--- config.mk ---
export PLATFORM = sky130hd
export DESIGN_NAME = alu_arbiter
export DESIGN_NICKNAME = d
export VERILOG_FILES = /design/src/rtl/alu_arbiter.sv
export SDC_FILE = /design/constraint.sdc
export NUM_CORES = 1
export LEC_CHECK = 0
export ABC_AREA = 1
export BUFFER_PORTS_ARGS = -buffer_cell sky130_fd_sc_hd__buf_4
export CAP_MARGIN = 40
export CORE_MARGIN = 1
export CORE_UTILIZATION = 50
export CTS_BUF_LIST = sky130_fd_sc_hd__clkbuf_16
export CTS_CLUSTER_SIZE = 25
export DETAILED_ROUTE_END_ITERATION = 6
export PLACE_DENSITY = 0.69
export SYNTH_ARGS = -nofsm -noshare
export SYNTH_HDL_FRONTEND = slang
export SYNTH_SLANG_ARGS = --single-unit
export TNS_END_PERCENT = 10
--- constraint.sdc ---
create_clock -name clk -period 3.85 [get_ports clk]
set_input_delay 0.9625 -clock clk [delete_from_list [all_inputs] [get_ports clk]]
set_output_delay 0.9625 -clock clk [all_outputs]
set_load 0.01 [all_outputs]
--- src/rtl/alu_arbiter.sv ---
// Two-port round-robin front end for a single shared ALU: tags each issued
// op with {port, seq}, routes tagged results into per-port response FIFOs.
module alu_arbiter #(
  parameter int RSP_DEPTH = 4,
  parameter int TIMEOUT   = 16
) (
  input  logic       clk,
  input  logic       rst_n,
  input  logic       req0_valid,
  output logic       req0_ready,
  input  logic [7:0] req0_a,
  input  logic [7:0] req0_b,
  input  logic [2:0] req0_sel,
  input  logic       req1_valid,
  output logic       req1_ready,
  input  logic [7:0] req1_a,
  input  logic [7:0] req1_b,
  input  logic [2:0] req1_sel,
  output logic       rsp0_valid,
  input  logic       rsp0_ready,
  output logic [7:0] rsp0_data,
  output logic       rsp0_err,
  output logic       rsp1_valid,
  input  logic       rsp1_ready,
  output logic [7:0] rsp1_data,
  output logic       rsp1_err,
  output logic       alu_en,
  output logic [2:0] alu_addr,
  output logic [7:0] alu_a,
  output logic [7:0] alu_b,
  output logic [2:0] alu_sel,
  input  logic [7:0] alu_out,
  input  logic [2:0] alu_out_addr,
  input  logic       alu_out_en,
  output logic       tag_err,
  output logic       timeout
);

  localparam int WDW = $clog2(TIMEOUT + 1);

  logic [2:0]     r_inflight [2];
  logic [1:0]     r_seq      [2];
  logic [1:0]     r_exp      [2];
  logic [8:0]     r_mem      [2][4];
  logic [1:0]     r_wr       [2];
  logic [1:0]     r_rd       [2];
  logic [2:0]     r_count    [2];
  logic           r_ptr;
  logic           r_alu_en;
  logic [2:0]     r_alu_addr;
  logic [7:0]     r_alu_a;
  logic [7:0]     r_alu_b;
  logic [2:0]     r_alu_sel;
  logic           r_tag_err;
  logic           r_timeout;
  logic [WDW-1:0] r_wd;

  logic [1:0] w_valid, w_rdy_in, w_elig, w_grant, w_pop, w_push_ret, w_push_ill;
  logic [2:0] w_sel [2];
  logic [7:0] w_a   [2];
  logic [7:0] w_b   [2];
  logic       w_gid, w_legal, w_rid, w_ret_ok;

  always_comb begin
    w_valid    = {req1_valid, req0_valid};
    w_rdy_in   = {rsp1_ready, rsp0_ready};
    w_sel[0]   = req0_sel;
    w_sel[1]   = req1_sel;
    w_a[0]     = req0_a;
    w_a[1]     = req1_a;
    w_b[0]     = req0_b;
    w_b[1]     = req1_b;
    w_rid      = alu_out_addr[2];
    w_ret_ok   = alu_out_en && (r_inflight[w_rid] != 3'd0) &&
                 (alu_out_addr[1:0] == r_exp[w_rid]);
    w_elig     = '0;
    w_pop      = '0;
    w_push_ret = '0;
    for (int unsigned i = 0; i < 2; i++) begin
      // Illegal ops wait for an empty pipe so their error entry stays in order.
      w_elig[i]     = w_valid[i] &&
                      (({1'b0, r_inflight[i]} + {1'b0, r_count[i]}) < 4'(RSP_DEPTH)) &&
                      ((w_sel[i] != 3'd7) || (r_inflight[i] == 3'd0));
      w_pop[i]      = w_rdy_in[i] && (r_count[i] != 3'd0);
      w_push_ret[i] = w_ret_ok && (w_rid == 1'(i));
    end
    w_grant    = (w_elig == 2'b11) ? (r_ptr ? 2'b10 : 2'b01) : w_elig;
    w_gid      = w_grant[1];
    w_legal    = (w_sel[w_gid] != 3'd7);
    w_push_ill = w_legal ? 2'b00 : w_grant;
  end

  always_ff @(posedge clk or negedge rst_n) begin
    if (!rst_n) begin
      for (int unsigned i = 0; i < 2; i++) begin
        r_inflight[i] <= '0;
        r_seq[i]      <= '0;
        r_exp[i]      <= '0;
        r_wr[i]       <= '0;
        r_rd[i]       <= '0;
        r_count[i]    <= '0;
        for (int unsigned j = 0; j < 4; j++) r_mem[i][j] <= '0;
      end
      r_ptr      <= 1'b0;
      r_alu_en   <= 1'b0;
      r_alu_addr <= '0;
      r_alu_a    <= '0;
      r_alu_b    <= '0;
      r_alu_sel  <= '0;
      r_tag_err  <= 1'b0;
      r_timeout  <= 1'b0;
      r_wd       <= '0;
    end else begin
      r_alu_en <= 1'b0;
      if (|w_grant) begin
        r_ptr <= ~w_gid;
        if (w_legal) begin
          r_alu_en       <= 1'b1;
          r_alu_addr     <= {w_gid, r_seq[w_gid]};
          r_alu_a        <= w_a[w_gid];
          r_alu_b        <= w_b[w_gid];
          r_alu_sel      <= w_sel[w_gid];
          r_seq[w_gid]   <= r_seq[w_gid] + 2'd1;
        end
      end
      for (int unsigned i = 0; i < 2; i++) begin
        r_inflight[i] <= r_inflight[i] + {2'b0, w_grant[i] & w_legal} - {2'b0, w_push_ret[i]};
        if (w_push_ret[i]) r_exp[i] <= r_exp[i] + 2'd1;
        if (w_push_ret[i] || w_push_ill[i]) begin
          r_mem[i][r_wr[i]] <= w_push_ill[i] ? 9'h100 : {1'b0, alu_out};
          r_wr[i]           <= r_wr[i] + 2'd1;
        end
        if (w_pop[i]) r_rd[i] <= r_rd[i] + 2'd1;
        r_count[i] <= r_count[i] + {2'b0, w_push_ret[i] | w_push_ill[i]} - {2'b0, w_pop[i]};
      end
      if (alu_out_en && !w_ret_ok) r_tag_err <= 1'b1;
      // Watchdog saturates one short of TIMEOUT; the next stalled cycle trips it.
      if (alu_out_en || ((r_inflight[0] == 3'd0) && (r_inflight[1] == 3'd0))) begin
        r_wd <= '0;
      end else if (r_wd == WDW'(TIMEOUT - 1)) begin
        r_timeout <= 1'b1;
      end else begin
        r_wd <= r_wd + 1'b1;
      end
    end
  end

  assign req0_ready = w_grant[0];
  assign req1_ready = w_grant[1];
  assign rsp0_valid = (r_count[0] != 3'd0);
  assign rsp1_valid = (r_count[1] != 3'd0);
  assign rsp0_data  = r_mem[0][r_rd[0]][7:0];
  assign rsp0_err   = r_mem[0][r_rd[0]][8];
  assign rsp1_data  = r_mem[1][r_rd[1]][7:0];
  assign rsp1_err   = r_mem[1][r_rd[1]][8];
  assign alu_en     = r_alu_en;
  assign alu_addr   = r_alu_addr;
  assign alu_a      = r_alu_a;
  assign alu_b      = r_alu_b;
  assign alu_sel    = r_alu_sel;
  assign tag_err    = r_tag_err;
  assign timeout    = r_timeout;

endmodule

==> impl_metrics.toml, run 1 <==
[clocking]
cts.sinks = 131
clock_path_buffers = 2
h-tree-depth = 4
hold_buffers = 0
cts_tree = "built"
clk_pin_slew_ps = 60
numCtsBuffers = 17
clk_latency_ps = 420
cts_root_buf = "clkbuf_16"
cts_resized = 0
cts_setup_buffers = 0

[power_and_ir_drop]
power_switching_mw = 2.76
internal_power_mw = 4.14
seqPwrFrac_pct = 35.1
p_total_mw = 6.91
ir_drop_mv = 0.420
pwr-share-comb_pct = 43.1
switching_share_pct = 40.0
powerDensity_nw_per_um2 = 864
clockPowerShare_pct = 21.8
power.leakage_nw = 4.22

[global_route]
grt_max_degree = 69
track_usage_pct = 25.7
grt_pass1_vias = 5501
antenna_found_initial = 0
grt_pass1_wl_um = 26700
grt-ovfl-total = 0

[synthesis]
syn_area_per_cell_um2 = 8.61
ys_top_cells_by_count = "nand2_1, dfrtp_1, nand4_1, nor2_1, nand3_1"
yosys-top-cells-area = "dfrtp_1, nand2_1, nand4_1"
ys_types = 38
ys_warn_count = 0
synthesis.instances = 762
syn_nets = 844
yosys.cell_count.top_type = "nand2_1"
synth_edf_count = 0
ys.flop_type = "dfrtp_1"
yosysTopAreaCell = "dfrtp_1"
async_reset_ff_share_pct = 100
netlist.area_leader.share_pct = 50.0
netlist_area_um2 = 6560
yosysSeqAreaShare_pct = 50.0
synth-seq-cells = 131

[cells_and_area]
syn2layout_area_growth_pct = 21.8
nNetsFinal = 934
drive_above_1_share_pct = 20.0
stdcell_count = 1037
n_antenna_cell = 0

[sta]
finalHoldWorstSlack_ps = 464
finalHoldViolCount = 0
slew_headroom_pct = 44.3
drv_slew = 0
setup_ws_ps = 543
fin_tns_setup_ps = 0
finalCritPeriodShare_pct = 85.9
worstMarginPinSlew_ps = 835
fin_skew_ps = 6.60
rsz0062_at_grt = "false"
finalCriticalPeriod_ps = 3310
fmax_ghz = 0.302
setup_viol = 0

[placement]
dp_cells = 1005
globalplace.congestion = 0.845
dp.final_hpwl_um = 10600
preCtsSetupSlack_ps = 180
port-buffer-count = 102

[die]
die_x_um = 117
die_h_um = 117
initial_core_util_pct = 51.6
rows = 41
core_area_um2 = 12700
die_area_um2 = 13600
pin_count = 103

[setup_path]
reg2reg_to = "r_count[2]"
startpoint_type = "register"
cp-end-kind = "register"
required_ps = 4190
reg2reg_depth = 17
worstPathArrival_ps = 3650
r2r-start = "r_inflight[5]"
cp_max_fo = 10
reg2reg_slack_ps = 540
path_class = "register to register"

[run_status]
status = "finished clean"

[detailed_routing]
detailedRoute.firstIterationViolations = 414
drc = 0
wl_per_cell_um = 15.6
avgViaCountPerCell = 5.44
wl_um = 16200
drt_pass1_iterations = 7
final_antenna_net_count = 0
routed-via-count = 5645

[worst_hold_path]
hold_path_end = "r_mem[20]"
min_path_type = "register to register"
hold_start = "r_mem[20]"
holdPathStages = 2

[run]
drv_cap = 0
==> layout by cell type, fill, tap and decap left out, types with 2 or more instances in the layout <==
master,netlist,layout
clkinv_1,2,6
buf_4,1,114
inv_1,37,38
nand2_2,5,5
bufinv_16,0,2
o21ai_0,46,46
nand3_2,2,2
xnor2_1,9,9
clkbuf_16,0,17
clkinvlp_4,0,2
nor2_1,58,58
ha_1,22,22
nand2_1,221,221
inv_2,6,6
nand4_2,2,2
fa_1,4,4
o21ai_1,2,2
nand2_4,11,11
mux2i_1,2,2
xor2_1,11,11
nand3_1,49,49
nand4_1,64,64
a21oi_1,3,3
nor2_4,3,3
dfrtp_1,131,131
o22ai_1,18,18
clkinv_2,0,6
==> layer usage <==
metal	share of wire, %	wire length (um)	track usage [%]	up-vias
li1	-	-	-	2702
met1	43	6910	33.8	2716
met2	49	7910	41.1	208
met3	7.2	1170	6.80	19
met4	1.4	219	8.78	0
met5	0	0	0	-
==> worst max-delay path, stage by stage, from the launching register on <==
cell and delay [ps]:
dfrtp_1 410, ha_1 300, nor2_1 100, nand2_1 60
nor2_1 200, nand3_2 160, nand2_4 160, nand2_1 80
nand2_2 120, nand4_2 170, nand2_4 200, inv_1 60
ha_1 270, inv_1 40, ha_1 180, fa_1 380
xnor2_1 180, xor2_1 160
==> worst max path at each step <==
stage               cells after the start          to           from
finish                                 17  r_count[2]  r_inflight[5]
global route                           17  r_count[2]  r_inflight[5]
CTS                                    17  r_count[2]  r_inflight[5]
floorplan                              17  r_count[2]     req0_valid
detailed placement                     18  r_count[2]     req0_valid
global placement                       18  r_count[2]     req0_valid
==> per-stage QoR <==
stage	utilization [%]	instance area (um2)
2_1_floorplan	-	6560
3_3_place_gp	58.5	7440
3_5_place_dp	58.5	7440
4_1_cts	62.8	7990
5_1_grt	62.8	7990
6_report	62.8	7990
==> logic make-up after synthesis <==
group	Yosys count	synth area share (%)
simple gates	421	30.0
flops	131	50.0
buf+inv	88	5.51
compound gates	74	6.18
fa+ha+maj	26	5.41
xor+xnor	20	2.67
mux	2	0.305
==> flip-flops by register name, indices dropped and copies added, names as in the netlist, 3 cells and up <==
signal	cells
alu_addr	3
alu_b	8
r_exp	4
r_count	6
r_wr	4
r_seq	4
r_rd	4
r_wd	5
r_inflight	6
alu_sel	3
r_mem	72
alu_a	8
==> power groups by stage <==
stage	Sequential [mW]	Clock [mW]	Combinational, mW
floorplan	2.35	0	1.93
detailed placement	2.41	0	3.00
global placement	2.40	0	2.90
global route	2.49	1.59	3.36
CTS	2.42	1.52	3.01
finish	2.42	1.51	2.98
==> area by class of cell <==
| class | count | area, um2 |
|---|---|---|
| clock buffer | 17 | 425 |
| sequential | 131 | 3280 |
| inverter | 45 | 169 |
| multi-input combinational | 543 | 2920 |
| fill | 1155 | 4730 |
| timing repair buffer | 114 | 856 |
| tap | 172 | 215 |
| clock inverter | 15 | 124 |
(Power assumes the default switching activity.)
==> run 2, diff against run 1 <==
--- a/config.mk
+++ b/config.mk
@@ -6,14 +6,17 @@
 export NUM_CORES = 1
 export LEC_CHECK = 0
 export ABC_AREA = 1
-export BUFFER_PORTS_ARGS = -buffer_cell sky130_fd_sc_hd__buf_4
+export BUFFER_PORTS_ARGS = -buffer_cell sky130_fd_sc_hd__buf_2
 export CAP_MARGIN = 40
+export CELL_PAD_IN_SITES_DETAIL_PLACEMENT = 0
+export CELL_PAD_IN_SITES_GLOBAL_PLACEMENT = 1
 export CORE_MARGIN = 1
-export CORE_UTILIZATION = 50
+export CORE_UTILIZATION = 43
 export CTS_BUF_LIST = sky130_fd_sc_hd__clkbuf_16
 export CTS_CLUSTER_SIZE = 25
 export DETAILED_ROUTE_END_ITERATION = 6
-export PLACE_DENSITY = 0.69
+export PLACE_DENSITY = 0.77
+export REMOVE_ABC_BUFFERS = 1
 export SYNTH_ARGS = -nofsm -noshare
 export SYNTH_HDL_FRONTEND = slang
 export SYNTH_SLANG_ARGS = --single-unit
==> run 2 against run 1 <==
Net effect: register-to-register slack improved by 30 ps; clock skew is 2.1 ps lower; combinational power fell by 5%; count of clock-buffer cells in the layout unchanged; global-route usage decreased by 2.7 points; clock power barely moved; first-iteration DRC count rose by 17%; via count shrank 1.2%; critical endpoint unchanged; sequential share of layout area increased by 1.3 points; utilization shrank 10 points; the flow now finishes with violations (DRC); sequential power about the same; fmax rose by 1.0%; highest routed layer unchanged.
==> impl_metrics.toml, run 2 (synthesis gave the netlist of run 1 again) <==
[run_status]
status = "complete, but fails checks"
violations = "DRC"

[power_and_ir_drop]
clockPowerShare_pct = 22.2
internal_power_mw = 3.96
seqPwrFrac_pct = 35.9
power_switching_mw = 2.76
ir_drop_mv = 0.398
pwr-share-comb_pct = 41.9
power.leakage_nw = 4.15
switching_share_pct = 41.0
p_total_mw = 6.71
powerDensity_nw_per_um2 = 867

[setup_path]
cp-end-kind = "register"
cp_num_cells = 17
path_class = "register to register"
reg2reg_depth = 17
cp_max_fo = 10
max_stage_delay_ps = 410
worst_path_most_repeated_cell = "ha_1"
startpoint_type = "register"
worstPathArrival_ps = 3610
cp_slowest_cell = "dfrtp_1"
cp_num_buf_inv = 2
required_ps = 4190
crit_chain = "ha_1 > nor2_1 > nand2_1 > nor2_1 > nand3_2 > nand2_4 > nand2_1 > nand2_2 > nand4_2 > nand2_4 > inv_1 > ha_1 > inv_1 > ha_1 > fa_1 > xnor2_1 > xor2_1"
cp_top_family = "simple AND/OR/NAND/NOR gates"

[die]
die_h_um = 126
initial_core_util_pct = 44.6
die_x_um = 126
pin_count = 103
core_area_um2 = 14700
rows = 44
die_area_um2 = 15800

[clocking]
numCtsBuffers = 17
cts_tree = "built"
cts_resized = 0
hold_buffers = 0
cts.sinks = 131
clk_latency_ps = 420
clk_pin_slew_ps = 50
clock_path_buffers = 2
h-tree-depth = 4
cts_root_buf = "clkbuf_16"
cts_setup_buffers = 0

[sta]
fin_skew_ps = 4.50
slew_headroom_pct = 60.7
finalHoldWorstSlack_ps = 466
setup_viol = 0
fmax_ghz = 0.305
finalCritPeriodShare_pct = 85.0
rsz0062_at_grt = "false"
worstMarginPinSlew_ps = 588
finalHoldViolCount = 0
finalCriticalPeriod_ps = 3270
drv_slew = 0

[worst_hold_path]
holdPathStages = 2
min_path_type = "register to register"

[global_route]
grt_pass1_wl_um = 28200
grt_max_degree = 66
track_usage_pct = 23.0
grt_pass1_vias = 5462
antenna_found_initial = 0
grt-ovfl-total = 0

[cells_and_area]
layout_commonest_cell = "nand2_1"
nNetsFinal = 934
final.fill_count = 1353
n_antenna_cell = 0
stdcell_count = 1047
design_area_um2 = 7740
syn2layout_area_growth_pct = 18.0
max_flop_register = "r_mem"
final_cell_mix = "nand2_1, dfrtp_1, buf_2, nand4_1, nor2_1"
largest_reg_flops = 72
drive_above_1_share_pct = 19.4

[placement]
place_area_um2 = 7220
globalplace.congestion = 0.825
port-buffer-count = 102
dp.final_hpwl_um = 11000
dp_cells = 1017

[detailed_routing]
wl_um = 16900
detailedRoute.firstIterationViolations = 483
wl_per_cell_um = 16.2
drc = 7
drt_pass1_iterations = 7
routed-via-count = 5575
avgViaCountPerCell = 5.32
final_antenna_net_count = 0

[run]
drv_cap = 0
-- run 2: changes by cell type in the layout (fill, tap and decap cells not counted) --
cell        before  now
buf_2            0  101
clkinvlp_4       2    0
inv_1           38   40
buf_4          114   12
buf_12           0    1
clkinv_2         6    2
clkinv_1         6    8
-- run 2: area by class of cell --
class	instances	area [um2]	share of cell area (%)
clock buffer	17	425	5.49
clock inverter	13	104	1.34
tap	184	230	2.97
multi-input combinational	543	2920	37.7
timing repair buffer	114	616	7.95
sequential	131	3280	42.3
inverter	45	169	2.18
-- run 2: worst paths after layout --
path | startpoint | end | slack, ps
max in group asynchronous | rst_n | r_wr[0] | 2510
max | r_inflight[5] | r_count[2] | 580
min | r_mem[53] | r_mem[53] | 470
min in group asynchronous | rst_n | r_mem[67] | 520
max reg2reg | r_inflight[5] | r_count[2] | 580
min reg2reg | r_mem[53] | r_mem[53] | 470
-- run 2: metrics by stage --
step | TNS [ps] | worst slack [ps] | util, %
finish | 0 | 577 | 52.7
global route | 0 | 330 | 52.7
CTS | 0 | 552 | 52.7
detailed placement | 0 | 226 | 49.1
global placement | 0 | 263 | 49.1
floorplan | -57.1 | -57.1 | -
-- run 2: power groups by stage --
stage	Sequential, mW	Combinational (mW)	Clock [mW]
finish	2.41	2.82	1.49
CTS	2.41	2.85	1.52
global placement	2.39	2.77	0
global route	2.49	3.20	1.58
floorplan	2.40	1.81	0
detailed placement	2.41	2.85	0
-- run 2: tightest hold or removal path: stages, from the launching register on --
cell and delay [ps]:
dfrtp_1 340, nand2_1 50, nand2_1 40
-- run 2: routing by layer --
metal	GRT usage [%]	vias up	routed length [um]
li1	-	2702	-
met1	30.6	2679	7600
met2	36.8	176	8120
met3	5.78	18	982
met4	7.03	0	237
met5	0	-	0
